--- config.mk ---
export PLATFORM = sky130hd
export DESIGN_NAME = counter_bank
export DESIGN_NICKNAME = d
export VERILOG_FILES = /design/src/rtl/counter_bank_pkg.sv /design/src/rtl/counter_chan.sv /design/src/rtl/counter_bank.sv
export SDC_FILE = /design/constraint.sdc
export NUM_CORES = 1
export LEC_CHECK = 0
export BUFFER_PORTS_ARGS = -buffer_cell sky130_fd_sc_hd__buf_4
export CAP_MARGIN = 20
export CORE_MARGIN = 2
export CORE_UTILIZATION = 60
export CTS_CLUSTER_SIZE = 12
export DETAILED_ROUTE_END_ITERATION = 10
export PLACE_DENSITY = 0.9
export SYNTH_ARGS = -nofsm -noshare
export SYNTH_HDL_FRONTEND = slang
export SYNTH_SLANG_ARGS = --single-unit
--- constraint.sdc ---
create_clock -name clk -period 5.7 [get_ports clk]
set_clock_uncertainty 0.1 [all_clocks]
set_input_delay 0.855 -clock clk [delete_from_list [all_inputs] [get_ports clk]]
set_output_delay 0.855 -clock clk [all_outputs]
set_load 0.01 [all_outputs]
--- src/rtl/counter_bank_pkg.sv ---
// Shared definitions for the counter_bank timer peripheral: register map,
// count modes, CTRL field positions and the channel-address width helper.
package counter_bank_pkg;

    localparam logic [1:0] REG_LOAD   = 2'd0;
    localparam logic [1:0] REG_CTRL   = 2'd1;
    localparam logic [1:0] REG_COUNT  = 2'd2;
    localparam logic [1:0] REG_STATUS = 2'd3;

    typedef enum logic [1:0] {
        MODE_ONESHOT  = 2'd0,
        MODE_PERIODIC = 2'd1,
        MODE_SQUARE   = 2'd2,
        MODE_RSVD     = 2'd3
    } mode_e;

    localparam int CTRL_EN      = 0;
    localparam int CTRL_MODE_LO = 1;
    localparam int CTRL_IRQ_EN  = 3;
    localparam int CTRL_PRE_LO  = 8;

    function automatic int chan_bits(input int ch);
        return (ch > 1) ? $clog2(ch) : 1;
    endfunction

endpackage

--- src/rtl/counter_chan.sv ---
// One timer channel: tick edge detect, prescaler, down-counter with
// one-shot / periodic / square terminal behaviour and a sticky done flag.
module counter_chan
    import counter_bank_pkg::*;
#(
    parameter int W     = 32,
    parameter int PRE_W = 8
) (
    input  logic         clk,
    input  logic         rst,
    input  logic         tick,
    input  logic         load_we,
    input  logic         ctrl_we,
    input  logic         status_we,
    input  logic [31:0]  wdata,
    output logic [W-1:0] load,
    output logic [W-1:0] count,
    output logic [31:0]  ctrl,
    output logic         done,
    output logic         out,
    output logic         irq_req
);

    localparam logic [W-1:0] CNT_ONE = W'(1);

    logic [W-1:0]     load_reg;
    logic [W-1:0]     count_reg;
    logic [PRE_W-1:0] pre_cnt_reg;
    logic [PRE_W-1:0] pre_reg;
    mode_e            mode_reg;
    logic             en_reg;
    logic             irq_en_reg;
    logic             done_reg;
    logic             out_reg;
    logic             pulse_reg;
    logic             tick_prev_reg;

    logic evt;
    logic step;
    logic terminal;

    assign evt      = tick & ~tick_prev_reg & en_reg;
    assign step     = evt && (pre_cnt_reg == pre_reg);
    assign terminal = step && (count_reg == CNT_ONE);

    always_ff @(posedge clk) begin
        // History follows tick even in reset, so a level already high at release is not an edge.
        tick_prev_reg <= tick;
        if (!rst) begin
            load_reg    <= '0;
            count_reg   <= '0;
            pre_cnt_reg <= '0;
            pre_reg     <= '0;
            mode_reg    <= MODE_ONESHOT;
            en_reg      <= 1'b0;
            irq_en_reg  <= 1'b0;
            done_reg    <= 1'b0;
            out_reg     <= 1'b0;
            pulse_reg   <= 1'b0;
        end else begin
            if (pulse_reg) begin
                out_reg   <= 1'b0;
                pulse_reg <= 1'b0;
            end
            if (ctrl_we) begin
                en_reg     <= wdata[CTRL_EN];
                mode_reg   <= mode_e'(wdata[CTRL_MODE_LO +: 2]);
                irq_en_reg <= wdata[CTRL_IRQ_EN];
                pre_reg    <= wdata[CTRL_PRE_LO +: PRE_W];
            end
            if (status_we && wdata[0]) begin
                done_reg <= 1'b0;
            end
            // A LOAD write overrides any step in the same cycle; a terminal step overrides a done clear.
            if (load_we) begin
                load_reg    <= wdata[W-1:0];
                count_reg   <= wdata[W-1:0];
                pre_cnt_reg <= '0;
                out_reg     <= 1'b0;
                pulse_reg   <= 1'b0;
                done_reg    <= 1'b0;
            end else if (evt) begin
                if (step) begin
                    pre_cnt_reg <= '0;
                    if (terminal) begin
                        done_reg <= 1'b1;
                        case (mode_reg)
                            MODE_PERIODIC: begin
                                count_reg <= load_reg;
                                out_reg   <= 1'b1;
                                pulse_reg <= 1'b1;
                            end
                            MODE_SQUARE: begin
                                count_reg <= load_reg;
                                out_reg   <= ~out_reg;
                            end
                            default: begin
                                count_reg <= '0;
                                out_reg   <= 1'b1;
                            end
                        endcase
                    end else if (count_reg > CNT_ONE) begin
                        count_reg <= count_reg - 1'b1;
                    end
                end else begin
                    pre_cnt_reg <= pre_cnt_reg + 1'b1;
                end
            end
        end
    end

    always_comb begin
        ctrl                             = '0;
        ctrl[CTRL_EN]                    = en_reg;
        ctrl[CTRL_MODE_LO +: 2]          = mode_reg;
        ctrl[CTRL_IRQ_EN]                = irq_en_reg;
        ctrl[CTRL_PRE_LO +: PRE_W]       = pre_reg;
    end

    assign load    = load_reg;
    assign count   = count_reg;
    assign done    = done_reg;
    assign out     = out_reg;
    assign irq_req = done_reg & irq_en_reg;

endmodule

--- src/rtl/counter_bank.sv ---
// Multi-channel timer/counter: register decode, per-channel write strobes,
// combinational read mux and the combined interrupt.
module counter_bank
    import counter_bank_pkg::*;
#(
    parameter int  CH    = 3,
    parameter int  W     = 32,
    parameter int  PRE_W = 8,
    localparam int CHW   = chan_bits(CH)
) (
    input  logic            clk,
    input  logic            rst,
    input  logic [CH-1:0]   tick,
    input  logic            we,
    input  logic [CHW+1:0]  addr,
    input  logic [31:0]     wdata,
    output logic [31:0]     rdata,
    output logic [CH-1:0]   out,
    output logic            irq
);

    logic [CHW-1:0] sel_chan;
    logic [1:0]     sel_reg;
    logic [31:0]    rd_chan [2**CHW];
    logic [CH-1:0]  irq_vec;

    assign sel_chan = addr[CHW+1:2];
    assign sel_reg  = addr[1:0];

    // Address slots beyond CH exist but decode to nothing and read as zero.
    generate
        for (genvar gi = 0; gi < 2**CHW; gi++) begin : g_slot
            if (gi < CH) begin : g_chan
                logic          hit;
                logic [W-1:0]  load_v;
                logic [W-1:0]  count_v;
                logic [31:0]   ctrl_v;
                logic          done_v;

                assign hit = we && (sel_chan == CHW'(gi));

                counter_chan #(
                    .W     (W),
                    .PRE_W (PRE_W)
                ) u_chan (
                    .clk       (clk),
                    .rst       (rst),
                    .tick      (tick[gi]),
                    .load_we   (hit && (sel_reg == REG_LOAD)),
                    .ctrl_we   (hit && (sel_reg == REG_CTRL)),
                    .status_we (hit && (sel_reg == REG_STATUS)),
                    .wdata     (wdata),
                    .load      (load_v),
                    .count     (count_v),
                    .ctrl      (ctrl_v),
                    .done      (done_v),
                    .out       (out[gi]),
                    .irq_req   (irq_vec[gi])
                );

                assign rd_chan[gi] = (sel_reg == REG_LOAD)  ? 32'(load_v)  :
                                     (sel_reg == REG_CTRL)  ? ctrl_v       :
                                     (sel_reg == REG_COUNT) ? 32'(count_v) :
                                                              {31'd0, done_v};
            end else begin : g_empty
                assign rd_chan[gi] = '0;
            end
        end
    endgenerate

    assign rdata = rd_chan[sel_chan];
    assign irq   = |irq_vec;

endmodule

* Word-level counts from Yosys, hierarchy flattened
Cells that the tools add are included.
Storage, ports and cells: register bits after elaboration 264, bits of input ports 42, output and inout bits 36, logic and storage cells 194
Operators by class: add/subtract/negate cells 6, order comparisons 4, eq/ne operators 17, muxes and demuxes 63, bitwise gates (word level) 26, reduce and logical (&&, ||, !) cells 45
Operators by type and width (count):
- $mux W32 | 29
- $eq A32 B1 Y1 const B | 3
- $gt A32 B1 Y1 const B | 3
- $sub A32 B1 Y32 const B | 3
- $bmux W32 S2 | 1
- $mux W1 | 30
- $add A8 B1 Y8 const B | 3
- $eq A8 B8 Y1 | 3
- $mux W8 | 3
- $logic_and A1 B1 Y1 | 21
- $not A1 Y1 | 16
- $reduce_or A5 Y1 | 3
- $eq A2 B2 Y1 const B | 6
- $reduce_bool A2 Y1 | 6
- $reduce_or A2 Y1 | 6
- $eq A2 B1 Y1 const B | 5
- $and A1 B1 Y1 | 9
- $reduce_and A3 Y1 | 3
- $reduce_bool A3 Y1 | 3
- $logic_not A2 Y1 | 2
- $ge A3 B3 Y1 const B | 1
- $not A2 Y3 | 1
- $reduce_or A3 Y1 | 1

* Depth between registers and ports, before layout
depth after elaboration 9, depth in mapped cells 11, depth with buffers taken out 9

* Hierarchy
From an unflattened synthesis, not the netlist that was laid out.
Unflattened totals: cell total of the unflattened synthesis 2073, area total of the unflattened synthesis 17575.6 sq um
By module, submodules not included:
- counter_chan | times used 3, cells each 595, area each 4963.5 sq um, sequential area each 1761.7 sq um
- counter_bank | times used 1, cells each 288, area each 2685.1 sq um, sequential area each 0.0 sq um

* Worst setup path before layout
Ideal clock, no wire load.
path type input to output, start point input addr[0], end point output rdata[13], arrival time 2.515 ns, required time 4.745 ns, setup slack 2.230 ns, stages 7, path through clkbuf_1 buf_1 buf_1 mux2i_1 o211ai_1 o21ai_0 o22ai_1
On the way: longest elaborated chain between the ends 7, elaborated cells on any way between the ends 15
Ends and longest elaborated chain:
- start, declared | line counter_bank.sv:15 | input logic [CHW+1:0] addr,
- $eq A2 B2 Y1 | line counter_bank.sv:63 | (sel_reg == REG_COUNT) ? 32'(count_v) :
- $mux W32 | line counter_bank.sv:63
- $mux W32 | line counter_bank.sv:62 | (sel_reg == REG_CTRL) ? ctrl_v :
- $mux W32 | line counter_bank.sv:61 | assign rd_chan[gi] = (sel_reg == REG_LOAD) ? 32'(load_v) :
- $bmux W32 S2 (*) | line counter_bank.sv:71 | assign rdata = rd_chan[sel_chan];
- $mux W32 (not written as such) (*) (2 in series) | line counter_bank.sv:71
- end, declared | line counter_bank.sv:17 | output logic [31:0] rdata,
Mark *: on every way between the ends. The rest lies on a longest branch, timed or not. The select of a mux whose other input is x is not followed.

* Worst setup path after layout
start point input addr[1], end point output rdata[2]
Same word-level chain as after synthesis.

==> metrics.md <==
| Metric | Value |
|---|---|
| DRT iter0 DRCs | 2820 |
| PD cells | 269 nW/um^2 |
| Clock share of power | 43.2% |
| Status | finished clean |
| Clk slew on worst S/H paths | 0.06 ns |
| CORE AREA | 25100 um^2 |
| Die ar. | 26800 um^2 |
| Min Tclk post-route | 4.35 ns |
| Synth warn | 0 |
| Final GP Congestion | 1.05 |
| Drt drc | 0 |
| Htree depth | 1 |
| Reg2reg start | g_slot[1].g_chan.u_chan.count[20] |
| ANT nets after route | 0 |
| Buffers & Inverters on Critical Path | 2 |
| Worst R2R Path Depth | 7 |
| Sum Neg Setup Slack | 0 ns |
| Unrepaired setup endpoints after global routing | false |
| R2R setup slack | 1.82 ns |
| Nets | 2102 |
| CP endpoint | rdata[2] |
| Seq pwr share | 42.3% |
| Routed via count | 16.7k |
| Post-CTS Hold Buffers | 0 |
| Post-synth EDFFs | 0 |
| Synthesized Nets | 2130 |
| Die X-Extent | 164 um |
| Final WL | 55800 um |
| Initial Util | 60.9% |
| Internal Power | 3.28 mW |
| Gr ovfl total | 0 |
| Worst-Margin Slew | 1.12 ns |
| Max-cap violation count | 0 |
| CP most frequent cell | buf_4 |
| CTS sink cnt | 264 |
| Port Buffer Count | 77 |
| Fill cells | 2169 |
| CTS resizes | 0 |
| Max Freq | 0.230 GHz |
| Register bit total from synthesis | 264 |
| Worst path max stage delay | 1.03 ns |
| Syn Area/Cell | 7.37 um^2 |
| Ys flop type | dfxtp_1 |
| CP Launch Point | addr[1] |
| Die Ht | 164 um |
| RR Endpoint | g_slot[1].g_chan.u_chan.count[8] |
| Switch share | 27.6% |
| DR pass1 iterations | 7 |
| Area grow syn2layout | 10.2% |
| Seq/Total Area, Yosys | 34.6% |
| Postcts setup bufs | 0 |
| Fraction of layout cells with a size suffix above 1 | 10.0% |
| Multi-input logic area | 9280 um^2 |
| Clock Path Buffers | 3 |
| Mapped Area | 15300 um^2 |
| Slew Limit Fails | 0 |
| Psw | 1.25 mW |
| Vias per cell | 6.96 |
| Worst Hold Class | input pin to flip-flop |
| Cell Chain, Critical Path | buf_4 -> nor2b_2 -> nand2_1 -> o211ai_1 -> o21ai_0 -> o22ai_1 -> buf_4 |
| Total stage count of the critical path | 7 |
| Crit. End Element | output pin |
| Slowest CP cell | nor2b_2 |
| Crit path DAT | 3.39 ns |
| Cells after Synth | 2073 |
| Ports | 78 |
| Clock Tree Root | clkbuf_16 |
| Clk Latency, worst-skew pair | 0.57 ns |
| Nature of the critical path startpoint | input pin |
| Final cycle utilization of the critical path | 76.2% |
| Leakage power | 6.05 nW |
| Worst hold slack | 0.305 ns |
| Total Routing Usage GR | 40.5% |
| Final HPWL DP | 38800 um |
| Vias in the first global route | 15.2k |
| Final setup fails | 0 |
| Cts bufs inserted | 30 |
| Synth cell types | 83 |
| Combinational power share | 14.5% |
| Largest net degree at the start of global routing | 91 |
| Reg area | 5290 um^2 |
| Drt wl/cell | 23.3 um |
| Initial antenna violation count | 0 |
| First-pass GRT wire length | 85000 um |
| Hold Vio Cnt, Final | 0 |
| Crit path max-delay family | simple AND/OR/NAND/NOR gates |
| Site Rows | 58 |
| CTS tree | done |
| Crit Path Category | input pin to output pin |
| Ys async rst share | 0% |
| ANT cells | 0 |
| Required time worst endpoint | 4.74 ns |
| Rel. slew slack | 25.2% |
| CP Max Fanout | 63 |
| VDD IR-drop max | 0.226 mV |
## cells in the final DEF, fill, tap and decap left out, drive strengths merged, types with 25 or more instances in the layout
master  count
buf       102
mux2i      62
nand3      50
o221ai     30
a31oi      30
xnor2      42
nand2     412
nor4       37
nor3       53
xor2       25
or3        27
a22oi      26
nor2      155
clkbuf     49
dfxtp     264
inv        27
o21ai     105
a21oi     257
## worst min path at each step
| stage | from | to | cells after the start |
|---|---|---|---|
| CTS | tick[1] | g_slot[1].g_chan.u_chan.tick_prev_reg | 1 |
| global placement | g_slot[0].g_chan.u_chan.load[23] | g_slot[0].g_chan.u_chan.load[23] | 2 |
| floorplan | g_slot[0].g_chan.u_chan.load[19] | g_slot[0].g_chan.u_chan.load[19] | 2 |
| detailed placement | g_slot[0].g_chan.u_chan.load[26] | g_slot[0].g_chan.u_chan.load[26] | 2 |
| finish | tick[1] | g_slot[1].g_chan.u_chan.tick_prev_reg | 1 |
| global route | tick[1] | g_slot[1].g_chan.u_chan.tick_prev_reg | 1 |
## power groups by stage
stage	registers, mW	logic [mW]	clock network, mW
5_1_grt	1.92	0.704	2.03
3_3_place_gp	1.95	0.616	0
6_report	1.91	0.658	1.96
4_1_cts	1.91	0.633	1.95
2_1_floorplan	1.93	0.456	0
3_5_place_dp	1.95	0.629	0
## metrics by stage
| step | instances | area (um^2) | utilization [%] | worst slack, ns | power [mW] |
|---|---|---|---|---|---|
| 2_1_floorplan | 2073 | 15300 | - | 2.23 | 2.39 |
| 3_3_place_gp | 2341 | 15800 | 63.1 | 1.61 | 2.57 |
| 3_5_place_dp | 2341 | 15800 | 63.1 | 1.55 | 2.58 |
| 4_1_cts | 2396 | 16800 | 67.0 | 1.49 | 4.50 |
| 5_1_grt | 2398 | 16800 | 67.1 | 1.25 | 4.65 |
| 6_report | 2398 | 16800 | 67.1 | 1.35 | 4.53 |
## logic make-up (layout without fill, tap and decap cells)
family                   count (synthesis)  count (layout)  share of synthesized area [%]
adder cells (fa/ha/maj)                 15              15                           1.23
AND/OR/NAND/NOR                        855             855                           25.8
flip-flops                             264             264                           34.6
multiplexers                            66              66                           4.43
buffers and inverters                  190             185                           5.07
XOR/XNOR                                67              67                           3.84
AO/OA/AOI/OAI                          616             616                           25.1
## per-layer routing
metal  up-vias  global-route usage (%)  part of all wire [%]
met5         -                       0                     0
met4         0                    23.4                   7.0
met3       273                    6.68                    13
met2      1320                    60.5                    42
met1      7666                    55.1                    38
li1       7436                       -                     -
## cell usage after synthesis (all sizes together) (23+ instances only)
cell	number	area, um^2
a21oi	257	1290
a22oi	26	195
a31oi	30	188
buf	30	165
clkbuf	133	509
dfxtp	264	5290
inv	27	101
mux2i	62	621
nand2	412	1550
nand3	50	250
nor2	155	582
nor3	53	277
nor4	37	231
o211ai	23	173
o21ai	105	526
o221ai	30	263
o22ai	23	144
or3	27	183
xnor2	42	368
xor2	25	219
## worst reg2reg max path: cells and delay by family, from the launching register on
family,cells,cell delay [ns]
flops,1,0.39
compound gates,1,0.15
simple gates,6,3.20
## layout make-up
class | count | share of cell area (%)
multi-input cells | 1619 | 55.1
clock inverters | 7 | 0.505
clock buffers | 48 | 5.40
repair buffers | 103 | 4.59
well taps | 330 | 2.45
inverters | 27 | 0.616
flip-flops and latches | 264 | 31.4
Power figures use the tool's default switching activity.
